<file path="config.mk">
export PLATFORM = sky130hd
export DESIGN_NAME = crono_countdown
export DESIGN_NICKNAME = d
export VERILOG_FILES = /design/src/rtl/crono_pkg.sv /design/src/rtl/crono_tick_gen.sv /design/src/rtl/crono_countdown.sv
export SDC_FILE = /design/constraint.sdc
export NUM_CORES = 1
export LEC_CHECK = 0
export ABC_AREA = 1
export CORE_MARGIN = 4
export CORE_UTILIZATION = 53
export DETAILED_ROUTE_END_ITERATION = 16
export HOLD_SLACK_MARGIN = 0.03
export PLACE_DENSITY = 0.8
export SYNTH_ARGS = -nofsm -noshare
export SYNTH_HDL_FRONTEND = slang
export SYNTH_HIERARCHICAL = 1
export SYNTH_SLANG_ARGS = --single-unit
</file>
<file path="constraint.sdc">
create_clock -name clk -period 2.5 [get_ports clk]
set_input_delay 0.375 -clock clk [delete_from_list [all_inputs] [get_ports clk]]
set_output_delay 0.375 -clock clk [all_outputs]
set_load 0.02 [all_outputs]
</file>
<file path="src/rtl/crono_pkg.sv">
// rtl/crono_pkg.sv - shared constants, state encoding and load clamp for the chronometer
//
// Purpose : BCD field limits, IDLE/RUN state encoding and the bcd_clamp
//           helper used when capturing set values.
// Ports   : none (package).
// Config  : none here; the alarm latch in crono_countdown is built only when
//           CRONO_ALARM_EN is defined.

package crono_pkg;

  localparam logic [7:0] H_MAX  = 8'h23;
  localparam logic [7:0] MS_MAX = 8'h59;

  typedef enum logic {
    ST_IDLE = 1'b0,
    ST_RUN  = 1'b1
  } state_t;

  // A units digit above 9 or any value above the field maximum loads as the
  // maximum. With the units digit already valid, "value > max" also catches
  // a tens digit above its limit.
  function automatic logic [7:0] bcd_clamp(input logic [7:0] i_val,
                                           input logic [7:0] i_max);
    if ((i_val[3:0] > 4'd9) || (i_val > i_max)) begin
      return i_max;
    end
    return i_val;
  endfunction

endpackage

</file>
<file path="src/rtl/crono_tick_gen.sv">
// rtl/crono_tick_gen.sv - one-second prescaler producing a single-cycle tick
//
// Purpose : counts 0..TICK_DIV-1 while enabled; o_tick is high during the
//           cycle in which the count equals TICK_DIV-1, so the consumer acts
//           on the same edge that returns the prescaler to 0.
// Ports   : clk, reset    - clock, synchronous active-high reset
//           i_clear       - force the prescaler to 0 (wins over i_enable)
//           i_enable      - advance the prescaler
//           o_tick        - one-cycle tick (combinational from the register)
// Config  : none.

module crono_tick_gen #(
  parameter int TICK_DIV = 100_000_000
) (
  input  logic clk,
  input  logic reset,
  input  logic i_clear,
  input  logic i_enable,
  output logic o_tick
);

  localparam int CW = (TICK_DIV > 1) ? $clog2(TICK_DIV) : 1;
  localparam logic [CW-1:0] LAST = CW'(TICK_DIV - 1);

  logic [CW-1:0] r_cnt;
  logic          w_at_last;

  assign w_at_last = (r_cnt == LAST);
  assign o_tick    = i_enable && w_at_last;

  always_ff @(posedge clk) begin
    if (reset || i_clear) begin
      r_cnt <= '0;
    end else if (i_enable) begin
      if (w_at_last) begin
        r_cnt <= '0;
      end else begin
        r_cnt <= r_cnt + CW'(1);
      end
    end
  end

endmodule

</file>
<file path="src/rtl/crono_countdown.sv">
// rtl/crono_countdown.sv - BCD hh:mm:ss countdown engine with expiry flag
//
// Purpose : captures a BCD time, counts it down once per tick and flags
//           reaching 00:00:00.
// Ports   : clk, reset               - clock, synchronous active-high reset
//           i_load                   - capture i_set_h/m/s (clamped), go IDLE
//           i_set_h/i_set_m/i_set_s  - BCD load values
//           i_start / i_stop         - begin/resume and pause pulses
//           i_alarm_ack              - clear o_alarm (CRONO_ALARM_EN build)
//           o_cnt_h/o_cnt_m/o_cnt_s  - current BCD count
//           o_running                - high while in RUN
//           o_done                   - one-cycle pulse with the 00:00:00 update
//           o_alarm                  - latched expiry (0 unless CRONO_ALARM_EN)
// Config  : CRONO_ALARM_EN enables the alarm latch.

module crono_countdown
  import crono_pkg::*;
#(
  parameter int TICK_DIV = 100_000_000
) (
  input  logic       clk,
  input  logic       reset,
  input  logic       i_load,
  input  logic [7:0] i_set_h,
  input  logic [7:0] i_set_m,
  input  logic [7:0] i_set_s,
  input  logic       i_start,
  input  logic       i_stop,
  input  logic       i_alarm_ack,
  output logic [7:0] o_cnt_h,
  output logic [7:0] o_cnt_m,
  output logic [7:0] o_cnt_s,
  output logic       o_running,
  output logic       o_done,
  output logic       o_alarm
);

  state_t     r_state, w_next_state;
  logic [7:0] r_h, r_m, r_s;
  logic       r_done;
  logic       w_tick, w_clear, w_decrement, w_expire;
  logic       w_zero, w_last;
  logic [7:0] w_dec_h, w_dec_m, w_dec_s;

  crono_tick_gen #(.TICK_DIV(TICK_DIV)) u_tick_gen (
    .clk      (clk),
    .reset    (reset),
    .i_clear  (w_clear),
    .i_enable (r_state == ST_RUN),
    .o_tick   (w_tick)
  );

  assign w_zero = ({r_h, r_m, r_s} == 24'h00_00_00);
  assign w_last = ({r_h, r_m, r_s} == 24'h00_00_01);

  // BCD borrow chain. Hours never borrow past 00 because RUN is never
  // entered or kept with a zero count.
  always_comb begin
    w_dec_h = r_h;
    w_dec_m = r_m;
    w_dec_s = r_s;
    if (r_s[3:0] != 4'd0) begin
      w_dec_s[3:0] = r_s[3:0] - 4'd1;
    end else begin
      w_dec_s[3:0] = 4'd9;
      if (r_s[7:4] != 4'd0) begin
        w_dec_s[7:4] = r_s[7:4] - 4'd1;
      end else begin
        w_dec_s[7:4] = 4'd5;
        if (r_m[3:0] != 4'd0) begin
          w_dec_m[3:0] = r_m[3:0] - 4'd1;
        end else begin
          w_dec_m[3:0] = 4'd9;
          if (r_m[7:4] != 4'd0) begin
            w_dec_m[7:4] = r_m[7:4] - 4'd1;
          end else begin
            w_dec_m[7:4] = 4'd5;
            if (r_h[3:0] != 4'd0) begin
              w_dec_h[3:0] = r_h[3:0] - 4'd1;
            end else begin
              w_dec_h[3:0] = 4'd9;
              w_dec_h[7:4] = r_h[7:4] - 4'd1;
            end
          end
        end
      end
    end
  end

  // Priority: load > stop > start; a stop or load on a tick edge suppresses
  // the decrement.
  always_comb begin
    w_next_state = r_state;
    w_clear      = 1'b0;
    w_decrement  = 1'b0;
    w_expire     = 1'b0;
    if (i_load) begin
      w_next_state = ST_IDLE;
      w_clear      = 1'b1;
    end else begin
      case (r_state)
        ST_IDLE: begin
          if (i_start && !w_zero) begin
            w_next_state = ST_RUN;
            w_clear      = 1'b1;
          end
        end
        ST_RUN: begin
          if (i_stop) begin
            w_next_state = ST_IDLE;
            w_clear      = 1'b1;
          end else if (w_tick) begin
            w_decrement = 1'b1;
            if (w_last) begin
              w_expire     = 1'b1;
              w_next_state = ST_IDLE;
            end
          end
        end
        default: w_next_state = ST_IDLE;
      endcase
    end
  end

  always_ff @(posedge clk) begin
    if (reset) begin
      r_state <= ST_IDLE;
      r_h     <= 8'h00;
      r_m     <= 8'h00;
      r_s     <= 8'h00;
      r_done  <= 1'b0;
    end else begin
      r_state <= w_next_state;
      r_done  <= w_expire;
      if (i_load) begin
        r_h <= bcd_clamp(i_set_h, H_MAX);
        r_m <= bcd_clamp(i_set_m, MS_MAX);
        r_s <= bcd_clamp(i_set_s, MS_MAX);
      end else if (w_decrement) begin
        r_h <= w_dec_h;
        r_m <= w_dec_m;
        r_s <= w_dec_s;
      end
    end
  end

`ifdef CRONO_ALARM_EN
  logic r_alarm;

  // Expiry outranks a simultaneous acknowledge.
  always_ff @(posedge clk) begin
    if (reset || i_load) begin
      r_alarm <= 1'b0;
    end else if (w_expire) begin
      r_alarm <= 1'b1;
    end else if (i_alarm_ack) begin
      r_alarm <= 1'b0;
    end
  end

  assign o_alarm = r_alarm;
`else
  logic w_unused_ack;
  assign w_unused_ack = i_alarm_ack;
  assign o_alarm      = 1'b0;
`endif

  assign o_cnt_h   = r_h;
  assign o_cnt_m   = r_m;
  assign o_cnt_s   = r_s;
  assign o_running = (r_state == ST_RUN);
  assign o_done    = r_done;

endmodule

</file>
==> results.md, run 1 <==
- Critical path peak fanout: 4
- Peak VDD IR: 293.8 µV
- Clk slew on worst S/H paths: about 90 ps
- Setup TNS Final: 0 ps
- Synth Register Bits: 53
- CTS max path bufs: 2
- Critical path type: flip-flop to flip-flop
- Congestion Overflow GR: 0
- Placed instance area: around 3800 µm²
- Final clock skew: between 5 and 6 ps
- Maximum clock rate: approximately 0.46 GHz
- Ys flop type: dfxtp_1
- R2R Setup Slk: 350 ps
- Ys async rst share: 0%
- Post-route ant nets: 0
- Final setup viols: 0
- PwrDens: 459.7 nW/µm²
- Via count: around 3300
- CTS resizes: 0
- Max Cap Violations: 0
- Mapped cell area: roughly 3200 µm²
- Net count, final: around 590
- Largest net degree at the start of global routing: 17
- Area Overhead vs Synth: 23.51%
- FF-to-FF path depth: 15
- Final hold violation count: 0
- Hold buffer count at cts: 0
- Min-delay src: o_cnt_s[7]
- Crit Reg-Reg Endpoint: o_cnt_m[2]
- Yosys cell types: 41
- Total track usage: 21.09%
- TritonCTS clock tree: yes
- CP cell instances: ha_1, nand2_1, nor2_2, nand2_1, inv_1, nand2_1, nor2_1, nand3_2, nor2_4, nand2_1, nand2_1, inv_1, nor2_1, nand2_1, nand2_1
- Post-synth net total: 531
- Total Wirelength: 7.740 mm
- Pre-antenna DRT Iters: 4
- Post-route cell area: ~4000 µm²
- CP Capture Type: flip-flop
- N_diodes: 0
- Core Box Area: 5886 µm²
- Startpoint Class: flip-flop
- Most frequent cells in the layout: nand2_1 (123), nor2_1 (93), clkdlybuf4s50_1 (54)
- # H-tree levels: 2
- Wire per inst: approximately 12 µm
- # rows: 28
- Arr. time, crit path: 2400 ps
- Layout cells sized above 1: 8.200%
- Remaining DRCs: 0
- RSZ-0062 raised after global routing: false
- Slew Viols, Final: 0
- Req. time, crit path: 2750 ps
- Die width: 85.68 µm
- Avg Inst Size Synth: between 6 and 7 µm²
- Post-synth EDFFs: 0
- Hold Path Stages: 2
- TritonCTS Buffers: 5
- Fin crit period: between 2000 and 2500 ps
- Die H: around 86 µm
- Initial Util: 54.34%
- Detailed Place HPWL: 6.096 mm
- Synth Instances: 498
- Buffers on Ports: between 50 and 60
- Leakage: 0.001583 µW
- Hold endpoint: o_cnt_s[7]
- GPL Wtd Cong: 0.8344
- End-of-flow core utilization: between 60% and 70%
- IO Pins: 57
- Buffers and inverters on the worst path: 2
- DRT iter0 DRCs: around 170
- Seq/Total Area, Yosys: 33.18%
- Fin crit share: 86.03%
- Most common cell after layout, fill and taps aside: nand2_1
- Most used cell, CP: nand2_1
- Number of global-route vias before repair: 3026
- Via density: 5.181
- Cell chosen for the clock root: clkbuf_8
- Worst R2R Start: u_tick_gen/r_cnt[0]
- Hold WC Path Type: flip-flop to flip-flop
- Warnings from Yosys: 6
- Initial antenna violation count: 0
- Largest delay share family, worst path: simple AND/OR/NAND/NOR gates
- Worst-skew pair later-pin latency: 300 ps
- CP max stage delay: roughly 380 ps
- Clk sinks: 53
- Die Area: 7341 µm²
- Setup bufs post-CTS: 0
- Crit-path slowest cell: dfxtp_1
- Status: complete, no violations
- First-pass GRT wire length: between 10 and 15 mm
flip-flops by register name (all words and copies together) (netlist names):
signal / count
o_cnt_s: 8
o_done: 1
o_cnt_h: 8
u_tick_gen/r_cnt: 27
o_running: 1
o_cnt_m: 8
worst max path at each step:
stage / start / to / slack [ps] / cells after the start
2_1_floorplan: u_tick_gen/r_cnt[0] / o_cnt_h[2] / 460 / 14
3_3_place_gp: u_tick_gen/r_cnt[0] / o_cnt_m[2] / 380 / 15
3_5_place_dp: u_tick_gen/r_cnt[0] / o_cnt_m[2] / 300 / 15
4_1_cts: u_tick_gen/r_cnt[0] / o_cnt_m[2] / 270 / 15
5_1_grt: u_tick_gen/r_cnt[1] / o_cnt_m[2] / 20 / 15
6_report: u_tick_gen/r_cnt[0] / o_cnt_m[2] / 350 / 15
cells in the mapped netlist (3+ instances only):
| master | instances | area [µm²] |
|---|---|---|
| dfxtp_1 | 53 | 1061 |
| xnor2_1 | 4 | 35.03 |
| nand2_1 | 123 | 461.7 |
| o21ai_0 | 23 | 115.1 |
| nand3b_1 | 3 | 22.52 |
| inv_1 | 50 | 187.7 |
| nand4_1 | 9 | 56.30 |
| o21ai_1 | 4 | 20.02 |
| xor2_1 | 7 | 61.31 |
| nor2_1 | 94 | 352.8 |
| a21oi_1 | 26 | 130.1 |
| nor2_2 | 5 | 31.28 |
| ha_1 | 3 | 37.54 |
| nand2_2 | 3 | 18.77 |
| nor3_1 | 7 | 35.03 |
| nor2_4 | 9 | 101.4 |
| nand3_1 | 44 | 220.2 |
power by group:
part           switching [µW]  internal, µW  total [µW]
Combinational             227           171         398
Clock                     266           251         517
Sequential               29.3           872         901
Total                     522          1290        1820
final cells by class:
class,count,area [µm²]
clock inverters,1,5.005
well taps,75,93.84
multi-input cells,382,1876
repair buffers,63,608.1
fillers,535,1936
clock buffers,7,96.34
inverters,55,210.2
flip-flops and latches,53,1061
metrics by stage:
stage	std cells	setup slack [ps]	hold WS (ps)	total power [µW]
after floorplan	498	461.0	458.3	1162
after global placement	628	381.9	458.7	1309
after detailed placement	628	301.5	456.3	1317
after CTS	636	270.2	469.6	1833
after global routing	636	24.53	514.6	1906
final	636	349.2	471.0	1816
routing by layer:
| layer | part of all wire, % | global-route usage [%] |
|---|---|---|
| met5 | 0 | 0 |
| met4 | 1.3 | 6.331 |
| met3 | 5.2 | 3.362 |
| met2 | 49 | 38.42 |
| met1 | 44 | 25.37 |
logic make-up after synthesis:
group,count (synthesis),synth area share [%]
xor gates and xnor gates,11,3.012
other,1,0.1173
adders and majority gates,3,1.174
muxes,1,0.3130
and+or+nand+nor,307,44.17
buffers and inverters,63,8.411
AOI/OAI and AO/OA,59,9.624
DFF,53,33.18
worst min-delay path, cell delays in order (launching register included):
cell,delay [ps]
dfxtp_1,340
nand2_1,60
a21oi_1,30
Note: power is estimated with default switching activity, not from simulation.
==> run 2, diff against run 1 <==
- SLEW_MARGIN: not set -> 20
==> results of run 2 <==
Final layout, timing and power as in run 1 (identical DEF).
